$ cat src/rtl/sobel_frame_ctrl_if.sv
// Configuration register port between the pixel source / config master and
// the Sobel frame controller. One write strobe per cycle, registered read data.
interface sobel_frame_ctrl_if;
    logic       cfg_we;
    logic [1:0] cfg_addr;
    logic [7:0] cfg_wdata;
    logic [7:0] cfg_rdata;

    modport master (
        output cfg_we,
        output cfg_addr,
        output cfg_wdata,
        input  cfg_rdata
    );

    modport slave (
        input  cfg_we,
        input  cfg_addr,
        input  cfg_wdata,
        output cfg_rdata
    );
endinterface

$ cat src/rtl/sobel_frame_ctrl.sv
// Sobel frame controller: generates the video raster (x, y, vde, syncs), the
// line-buffer rotate strobe and a frame-start pulse, and holds the runtime
// configuration (thresh, overlay_on) so it only changes at frame boundaries.
module sobel_frame_ctrl #(
    parameter int         H_ACTIVE   = 640,
    parameter int         H_FP       = 16,
    parameter int         H_SYNC     = 96,
    parameter int         H_BP       = 48,
    parameter int         V_ACTIVE   = 480,
    parameter int         V_FP       = 10,
    parameter int         V_SYNC     = 2,
    parameter int         V_BP       = 33,
    parameter logic [7:0] THRESH_RST = 8'd32,
    parameter logic       RUN_RST    = 1'b1
) (
    input  logic                clk,
    input  logic                reset_n,
    sobel_frame_ctrl_if.slave   cfg,
    output logic [9:0]          x,
    output logic [9:0]          y,
    output logic                vde,
    output logic                hsync,
    output logic                vsync,
    output logic                end_of_line,
    output logic                frame_start,
    output logic [7:0]          thresh,
    output logic                overlay_on
);

    localparam int H_TOTAL = H_ACTIVE + H_FP + H_SYNC + H_BP;
    localparam int V_TOTAL = V_ACTIVE + V_FP + V_SYNC + V_BP;

    // Raster boundaries as 10-bit constants so every compare is width-matched.
    localparam logic [9:0] H_LAST  = 10'(H_TOTAL - 1);
    localparam logic [9:0] H_ACT   = 10'(H_ACTIVE);
    localparam logic [9:0] HS_BEG  = 10'(H_ACTIVE + H_FP);
    localparam logic [9:0] HS_END  = 10'(H_ACTIVE + H_FP + H_SYNC);
    localparam logic [9:0] V_LAST  = 10'(V_TOTAL - 1);
    localparam logic [9:0] V_ACT   = 10'(V_ACTIVE);
    localparam logic [9:0] VS_BEG  = 10'(V_ACTIVE + V_FP);
    localparam logic [9:0] VS_END  = 10'(V_ACTIVE + V_FP + V_SYNC);

    typedef enum logic [1:0] {
        IDLE     = 2'd0,
        RUN      = 2'd1,
        STOPPING = 2'd2
    } state_t;

    state_t     state;
    logic [9:0] hcnt;
    logic [9:0] vcnt;

    logic       run_q;
    logic [7:0] thresh_stg;
    logic       overlay_stg;

    logic       active;
    logic       h_last;
    logic       v_last;
    logic       frame_wrap;
    logic       fs_next;
    logic       copy_cfg;
    logic       pending;

    // Frame-level decode of the current counter/state values.
    always_comb begin
        active     = (state != IDLE);
        h_last     = (hcnt == H_LAST);
        v_last     = (vcnt == V_LAST);
        frame_wrap = h_last && v_last;
        // The edge that registers frame_start is the edge that loads the live
        // configuration, so both become visible in the same cycle.
        fs_next    = active && (hcnt == '0) && (vcnt == '0);
        copy_cfg   = (state == IDLE) || fs_next;
        pending    = (thresh_stg != thresh) || (overlay_stg != overlay_on);
    end

    // Sequencer: run/stop state, raster counters and registered raster outputs.
    always_ff @(posedge clk or negedge reset_n) begin
        if (!reset_n) begin
            state       <= IDLE;
            hcnt        <= '0;
            vcnt        <= '0;
            x           <= '0;
            y           <= '0;
            vde         <= 1'b0;
            hsync       <= 1'b1;
            vsync       <= 1'b1;
            end_of_line <= 1'b0;
            frame_start <= 1'b0;
        end else begin
            // NOTE: non-blocking assignments throughout so every output below
            // decodes the pre-edge hcnt/vcnt/state, giving a uniform 1-cycle lag.
            x           <= active ? hcnt : '0;
            y           <= active ? vcnt : '0;
            vde         <= active && (hcnt < H_ACT) && (vcnt < V_ACT);
            hsync       <= !(active && (hcnt >= HS_BEG) && (hcnt < HS_END));
            vsync       <= !(active && (vcnt >= VS_BEG) && (vcnt < VS_END));
            end_of_line <= active && h_last && (vcnt < V_ACT);
            frame_start <= fs_next;

            if (!active) begin
                hcnt <= '0;
                vcnt <= '0;
            end else if (h_last) begin
                hcnt <= '0;
                vcnt <= v_last ? '0 : vcnt + 10'd1;
            end else begin
                hcnt <= hcnt + 10'd1;
            end

            case (state)
                IDLE: begin
                    if (run_q) state <= RUN;
                end
                RUN: begin
                    if (!run_q) state <= STOPPING;
                end
                STOPPING: begin
                    // Re-arming before the wrap keeps the raster seamless;
                    // otherwise the frame completes and the raster parks.
                    if (run_q)           state <= RUN;
                    else if (frame_wrap) state <= IDLE;
                end
                default: state <= IDLE;
            endcase
        end
    end

    // Register port: staging registers, run bit and registered read data.
    always_ff @(posedge clk or negedge reset_n) begin
        if (!reset_n) begin
            thresh_stg    <= THRESH_RST;
            overlay_stg   <= 1'b0;
            run_q         <= RUN_RST;
            cfg.cfg_rdata <= '0;
        end else begin
            if (cfg.cfg_we) begin
                case (cfg.cfg_addr)
                    2'd0:    thresh_stg  <= cfg.cfg_wdata;
                    2'd1:    overlay_stg <= cfg.cfg_wdata[0];
                    2'd2:    run_q       <= cfg.cfg_wdata[0];
                    default: ;
                endcase
            end

            // Read data samples the pre-edge registers, so a same-cycle
            // write and read of one address returns the old value.
            case (cfg.cfg_addr)
                2'd0:    cfg.cfg_rdata <= thresh_stg;
                2'd1:    cfg.cfg_rdata <= {7'b0, overlay_stg};
                2'd2:    cfg.cfg_rdata <= {7'b0, run_q};
                default: cfg.cfg_rdata <= {6'b0, pending, active};
            endcase
        end
    end

    // Live configuration: follows staging continuously while idle, otherwise
    // only at the frame_start edge so one frame never mixes two settings.
    always_ff @(posedge clk or negedge reset_n) begin
        if (!reset_n) begin
            thresh     <= THRESH_RST;
            overlay_on <= 1'b0;
        end else if (copy_cfg) begin
            thresh     <= thresh_stg;
            overlay_on <= overlay_stg;
        end
    end

endmodule
$ cat src/flat_wrapper.sv
// flat-port wrapper written by rule: the top's interface ports become plain ports
module sobel_frame_ctrl_flat 
#(
    parameter int         H_ACTIVE   = 640,
    parameter int         H_FP       = 16,
    parameter int         H_SYNC     = 96,
    parameter int         H_BP       = 48,
    parameter int         V_ACTIVE   = 480,
    parameter int         V_FP       = 10,
    parameter int         V_SYNC     = 2,
    parameter int         V_BP       = 33,
    parameter logic [7:0] THRESH_RST = 8'd32,
    parameter logic       RUN_RST    = 1'b1
)
  (clk, reset_n, x, y, vde, hsync, vsync, end_of_line, frame_start, thresh, overlay_on, cfg_cfg_we, cfg_cfg_addr, cfg_cfg_wdata, cfg_cfg_rdata);
  sobel_frame_ctrl_if cfg_i ();
  input  logic clk;
  input  logic reset_n;
  output logic [9:0] x;
  output logic [9:0] y;
  output logic vde;
  output logic hsync;
  output logic vsync;
  output logic end_of_line;
  output logic frame_start;
  output logic [7:0] thresh;
  output logic overlay_on;
  input wire logic [$bits(cfg_i.cfg_we)-1:0] cfg_cfg_we;
  input wire logic [$bits(cfg_i.cfg_addr)-1:0] cfg_cfg_addr;
  input wire logic [$bits(cfg_i.cfg_wdata)-1:0] cfg_cfg_wdata;
  output wire logic [$bits(cfg_i.cfg_rdata)-1:0] cfg_cfg_rdata;
  assign cfg_i.cfg_we = cfg_cfg_we;
  assign cfg_i.cfg_addr = cfg_cfg_addr;
  assign cfg_i.cfg_wdata = cfg_cfg_wdata;
  assign cfg_cfg_rdata = cfg_i.cfg_rdata;
  sobel_frame_ctrl #(.H_ACTIVE(H_ACTIVE), .H_FP(H_FP), .H_SYNC(H_SYNC), .H_BP(H_BP), .V_ACTIVE(V_ACTIVE), .V_FP(V_FP), .V_SYNC(V_SYNC), .V_BP(V_BP), .THRESH_RST(THRESH_RST), .RUN_RST(RUN_RST)) u_core (.clk(clk), .reset_n(reset_n), .cfg(cfg_i), .x(x), .y(y), .vde(vde), .hsync(hsync), .vsync(vsync), .end_of_line(end_of_line), .frame_start(frame_start), .thresh(thresh), .overlay_on(overlay_on));
endmodule
$ cat config.mk
export PLATFORM = sky130hd
export DESIGN_NAME = sobel_frame_ctrl_flat
export DESIGN_NICKNAME = d
export VERILOG_FILES = /design/src/rtl/sobel_frame_ctrl_if.sv /design/src/rtl/sobel_frame_ctrl.sv /design/src/flat_wrapper.sv
export SDC_FILE = /design/constraint.sdc
export NUM_CORES = 1
export LEC_CHECK = 0
export CAP_MARGIN = 5
export CORE_ASPECT_RATIO = 1.75
export CORE_UTILIZATION = 30
export CTS_CLUSTER_SIZE = 14
export DETAILED_ROUTE_END_ITERATION = 12
export PLACE_DENSITY_LB_ADDON = 0.12
export SKIP_CTS_REPAIR_TIMING = 1
export SYNTH_ARGS = -nofsm -noshare
export SYNTH_HDL_FRONTEND = slang
export SYNTH_SLANG_ARGS = --single-unit
export TNS_END_PERCENT = 100
$ cat constraint.sdc
create_clock -name clk -period 2 [get_ports clk]
set_input_delay 0.3 -clock clk [delete_from_list [all_inputs] [get_ports clk]]
set_output_delay 0.3 -clock clk [all_outputs]
set_load 0.05 [all_outputs]
======== Word-level counts from Yosys, hierarchy flattened ========
Cells that the tools add are included.
word-level totals
  bits of input ports ..................... 13
  output and inout port bits .............. 42
  register bits ........................... 74
operators by class
  $lt $le $gt $ge ......................... 6
  $add $sub $neg .......................... 2
  muxes and demuxes ....................... 13
  eq/ne operators ......................... 12
  reductions and logical operators ........ 24
operators by type and width
  kind                                                  number
  two-way mux 10 bit                                    7
  one-hot mux 8 bit (3 select lines)                    1
  adder 10 x 1 -> 10 bit, second input constant         2
  equality test 10 bit, second input constant           2
  logical NOT 10 bit                                    2
  < comparator 10 bit, second input constant            2
  < comparator 10 x 9 -> 1 bit, second input constant   2
  logical AND 1 bit                                     11
  >= comparator 10 bit, second input constant           1
  >= comparator 10 x 9 -> 1 bit, second input constant  1
  two-way mux 2 bit                                     4
  != test 8 bit                                         1
  one-hot mux 2 bit (3 select lines)                    1
  AND reduction 2 bit                                   3
  equality test 2 x 1 -> 1 bit, second input constant   2
  equality test 2 bit, second input constant            2
  logical NOT 2 bit                                     2
  != test 2 bit, second input constant                  2
  != test 3 x 1 -> 1 bit, second input constant         1
  AND reduction 3 bit                                   1
  logical NOT 1 bit                                     2
  logical OR 1 bit                                      2
  != test 2 x 1 -> 1 bit, second input constant         1
  nonzero test 2 bit                                    1
  != test 1 bit                                         1

======== Logic depth before layout (Yosys ltp) ========
  depth after elaboration ................. 5
  gate-level depth with buffers ........... 8
  mapped depth without buffers ............ 6

======== Worst setup path before layout ========
No wires, ideal clock.
  path kind ............................... flip-flop to flip-flop
  start point ............................. reg u_core.vcnt[0]
  end point ............................... reg u_core.vcnt[7]
  cell stages (with the launch flop) ...... 9
  buffers on the path ..................... 2
  data required time ...................... 1.872 ns
  slack ................................... -0.098 ns
  library setup time ...................... 0.128 ns
  arrival time ............................ 1.970 ns
  cell sequence ........................... dfrtp_1 inv_1 ha_1 or4b_1 or4_1 buf_2 buf_6 a31oi_2 o22ai_1
on the way
  longest elaborated chain between the ends .. 4
  elaborated cells on any way between the ends .. 5
RTL lines
  what                                                                   line                                             source
  start: declaration                                                     sobel_frame_ctrl.sv:51                           logic [9:0] vcnt;
  start signal: assignment                                               sobel_frame_ctrl.sv:107                          vcnt <= v_last ? '0 : vcnt + 10'd1;
  adder 10 x 1 -> 10 bit / equality test 10 bit (equally long branches)  sobel_frame_ctrl.sv:107, sobel_frame_ctrl.sv:69
  two-way mux 10 bit *                                                   sobel_frame_ctrl.sv:107
  two-way mux 10 bit *                                                   sobel_frame_ctrl.sv:105                          end else if (h_last) begin
  two-way mux 10 bit *                                                   sobel_frame_ctrl.sv:102                          if (!active) begin
Mark *: on every way between the ends. The rest lies on a longest branch, timed or not. The select of a mux whose other input is x is not followed.
A chain may end at the register's enable or synchronous reset.

======== Final worst setup path ========
  start point ............................. reg u_core.vcnt[0]
  end point ............................... reg u_core.vcnt[6]
Same word-level chain as after synthesis.

==> results.json <==
{
  "yosys_warnings": 0,
  "drc": 0,
  "cts_buffer_depth": 2,
  "grt_use_total_pct": 15.1,
  "power_switching_share_pct": 34.7,
  "cp_max_fo": 5,
  "ys_ff_latch": 74,
  "p_int_uw": 3360,
  "grt_pass1_vias": 2281,
  "final_cell_area_um2": 4390,
  "slowest_delay_ns": 0.47,
  "tightest_slew_ns": 0.521,
  "crit_chain": "inv_2 -> ha_1 -> or4b_4 -> or4_4 -> buf_6 -> a31oi_1 -> a21oi_1",
  "fin_ws_ns": 0.000217,
  "grt_max_degree": 54,
  "worst_setup_path_end_kind": "flip-flop",
  "slew_violations": 0,
  "r2r_start": "u_core.vcnt[0]",
  "switchingPower_uw": 1780,
  "clock_power_share_pct": 30.9,
  "num_io_pins": 55,
  "crit_type": "flip-flop to flip-flop",
  "ys_async_sr_fraction_pct": 100,
  "relSlewSlack_pct": 65.2,
  "n_antenna_cell": 0,
  "cts_tree": "built",
  "grt-ovfl-total": 0,
  "globalplace.congestion": 0.856,
  "critPathTopFamily": "simple AND/OR/NAND/NOR gates",
  "rsz0062_at_grt": "yes",
  "dp_hpwl_mm": 5.49,
  "clk_pin_slew_ns": 0.06,
  "skew_ns": 0.00684,
  "r2r_slack_ns": 0.0002,
  "yosys_most_used_dff": "dfrtp_1",
  "ff_latch_area_um2": 1860,
  "final_cell_mix": "dfrtp_1 (69), clkdlybuf4s50_1 (50), buf_4 (31)",
  "hold_violations": 0,
  "hp-class": "input pin to asynchronous set/reset pin",
  "grt_pass1_wl_mm": 12.0,
  "maxCapViolCount": 0,
  "via_per_inst": 4.67,
  "numCtsBuffers": 9,
  "portBuffers": 54,
  "critPathLaunch": "u_core.vcnt[0]",
  "synth_area_um2": 3160,
  "post_drt_wl_per_cell_um": 15.4,
  "syn_nets": 286,
  "die-area_um2": 11000,
  "wl_met2_mm": 4.00,
  "cts.sinks": 74,
  "finalNetCount": 369,
  "antenna_found_initial": 0,
  "min_period_ns": 2.00,
  "yosysSeqAreaShare_pct": 58.8,
  "htreeDepth": 3,
  "cp.required_ns": 2.20,
  "postPlaceCellArea_um2": 4050,
  "met1_length_mm": 2.95,
  "highest_layer": "met4",
  "power_density_nw_per_um2": 1170,
  "critPathBufInv": 2,
  "arrival_ns": 2.20,
  "synth_edf_count": 0,
  "dieWidth_um": 79.6,
  "leakagePower_uw": 0.00193,
  "finalSetupViolations": 0,
  "status": "finished, final reports clean",
  "nFillCells": 988,
  "initial_utilization_pct": 30.9,
  "die_h_um": 138,
  "via_count": 2259,
  "route.met3.wl_um": 288,
  "synth.distinct_cells": 44,
  "final_common_cell": "dfrtp_1",
  "cts-root-buf": "clkbuf_16",
  "post-place-ws_ns": -0.0545,
  "clock_latency_ns": 0.33,
  "max_freq_mhz": 500,
  "comb_power_share_pct": 31.8,
  "syn_to_final_growth_pct": 38.7,
  "multiInputGateArea_um2": 1230,
  "drive_above_1_share_pct": 23.0,
  "syn_area_per_cell_um2": 11.8,
  "ir_worst_vdd_uv": 779,
  "first_iter_violations": 122,
  "core_um2": 10200,
  "pwr-share-seq_pct": 37.2,
  "startpoint_type": "flip-flop",
  "ant_nets": 0,
  "dr.pass1.iters": 4,
  "period_share_pct": 100,
  "drt-total-wl_mm": 7.45,
  "core.rowCount": 49,
  "synthCells": 269,
  "crit_path_top_delay_cell": "or4_4"
}
-- layout make-up --
class,instances,area share [%]
clock buffers,9,5.13
well taps,127,3.62
multi-input cells,174,28.1
repair buffers,87,18.7
flip-flops and latches,74,42.4
clock inverters,7,1.60
inverters,6,0.513
-- cell usage after synthesis (5+ instances only) --
| library cell | number | share of area, % |
|---|---|---|
| nand2_1 | 11 | 1.3 |
| xnor2_1 | 12 | 3.3 |
| nand3_1 | 17 | 2.7 |
| mux2_1 | 7 | 2.5 |
| mux2_2 | 12 | 4.3 |
| inv_1 | 6 | 0.71 |
| nor2_1 | 24 | 2.8 |
| xor2_1 | 6 | 1.7 |
| nand4_1 | 5 | 0.99 |
| and3_1 | 6 | 1.2 |
| a31oi_1 | 8 | 1.6 |
| clkbuf_1 | 10 | 1.2 |
| dfrtp_1 | 69 | 55 |
| dfstp_2 | 5 | 4.2 |
| and2_1 | 23 | 4.6 |
-- worst paths after layout --
kind                       cells after the start                 endpoint
setup / recovery                               7           u_core.vcnt[6]
max in group asynchronous                      3             u_core.run_q
hold reg to reg                                1           u_core.hcnt[0]
setup reg to reg                               7           u_core.vcnt[6]
min in group clk                               1           u_core.hcnt[0]
hold / removal                                 2  u_core.cfg.cfg_rdata[3]
-- cells by family after synthesis --
family | after synthesis | share of synthesized area (%)
AOI/OAI and AO/OA | 24 | 5.03
xor gates and xnor gates | 18 | 4.99
adders and majority gates | 4 | 1.58
buffers and inverters | 21 | 2.85
DFF | 74 | 58.8
muxes | 20 | 7.48
and+or+nand+nor | 108 | 19.3
-- per-stage QoR --
step	cells	TNS (ns)	utilization (%)	hold slack, ns	power (µW)
floorplan	269	-0.0182	-	0.00441	2990
global route	484	-0.616	42.8	0.412	5410
detailed placement	465	-0.552	39.5	0.215	3610
CTS	481	-0.705	42.4	-0.147	5220
global placement	465	-0.192	39.5	0.212	3590
finish	484	0	42.8	0.393	5150
-- layer usage --
layer  GRT usage [%]  vias up
met5               0        -
met4            7.27        0
met3            3.91       14
met2            27.1       51
met1            16.1     1102
li1                -     1092
-- power groups by stage --
stage	sequential [µW]	clock, µW	combinational, µW
floorplan	2430	0	557
global placement	1950	0	1650
detailed placement	1950	0	1660
CTS	1920	1630	1670
global route	1960	1700	1760
finish	1920	1590	1640
-- flip-flops by register name, indices dropped and copies added (netlist names) --
register and count:
u_core.vsync 1, u_core.end_of_line 1, u_core.state 2, u_core.run_q 1, u_core.hcnt 10, u_core.overlay_on 1, u_core.x 10, u_core.y 10
u_core.overlay_stg 1, u_core.cfg.cfg_rdata 8, u_core.hsync 1, u_core.thresh 8, u_core.frame_start 1, u_core.vde 1, u_core.thresh_stg 8, u_core.vcnt 10
Power figures use the tool's default switching activity.
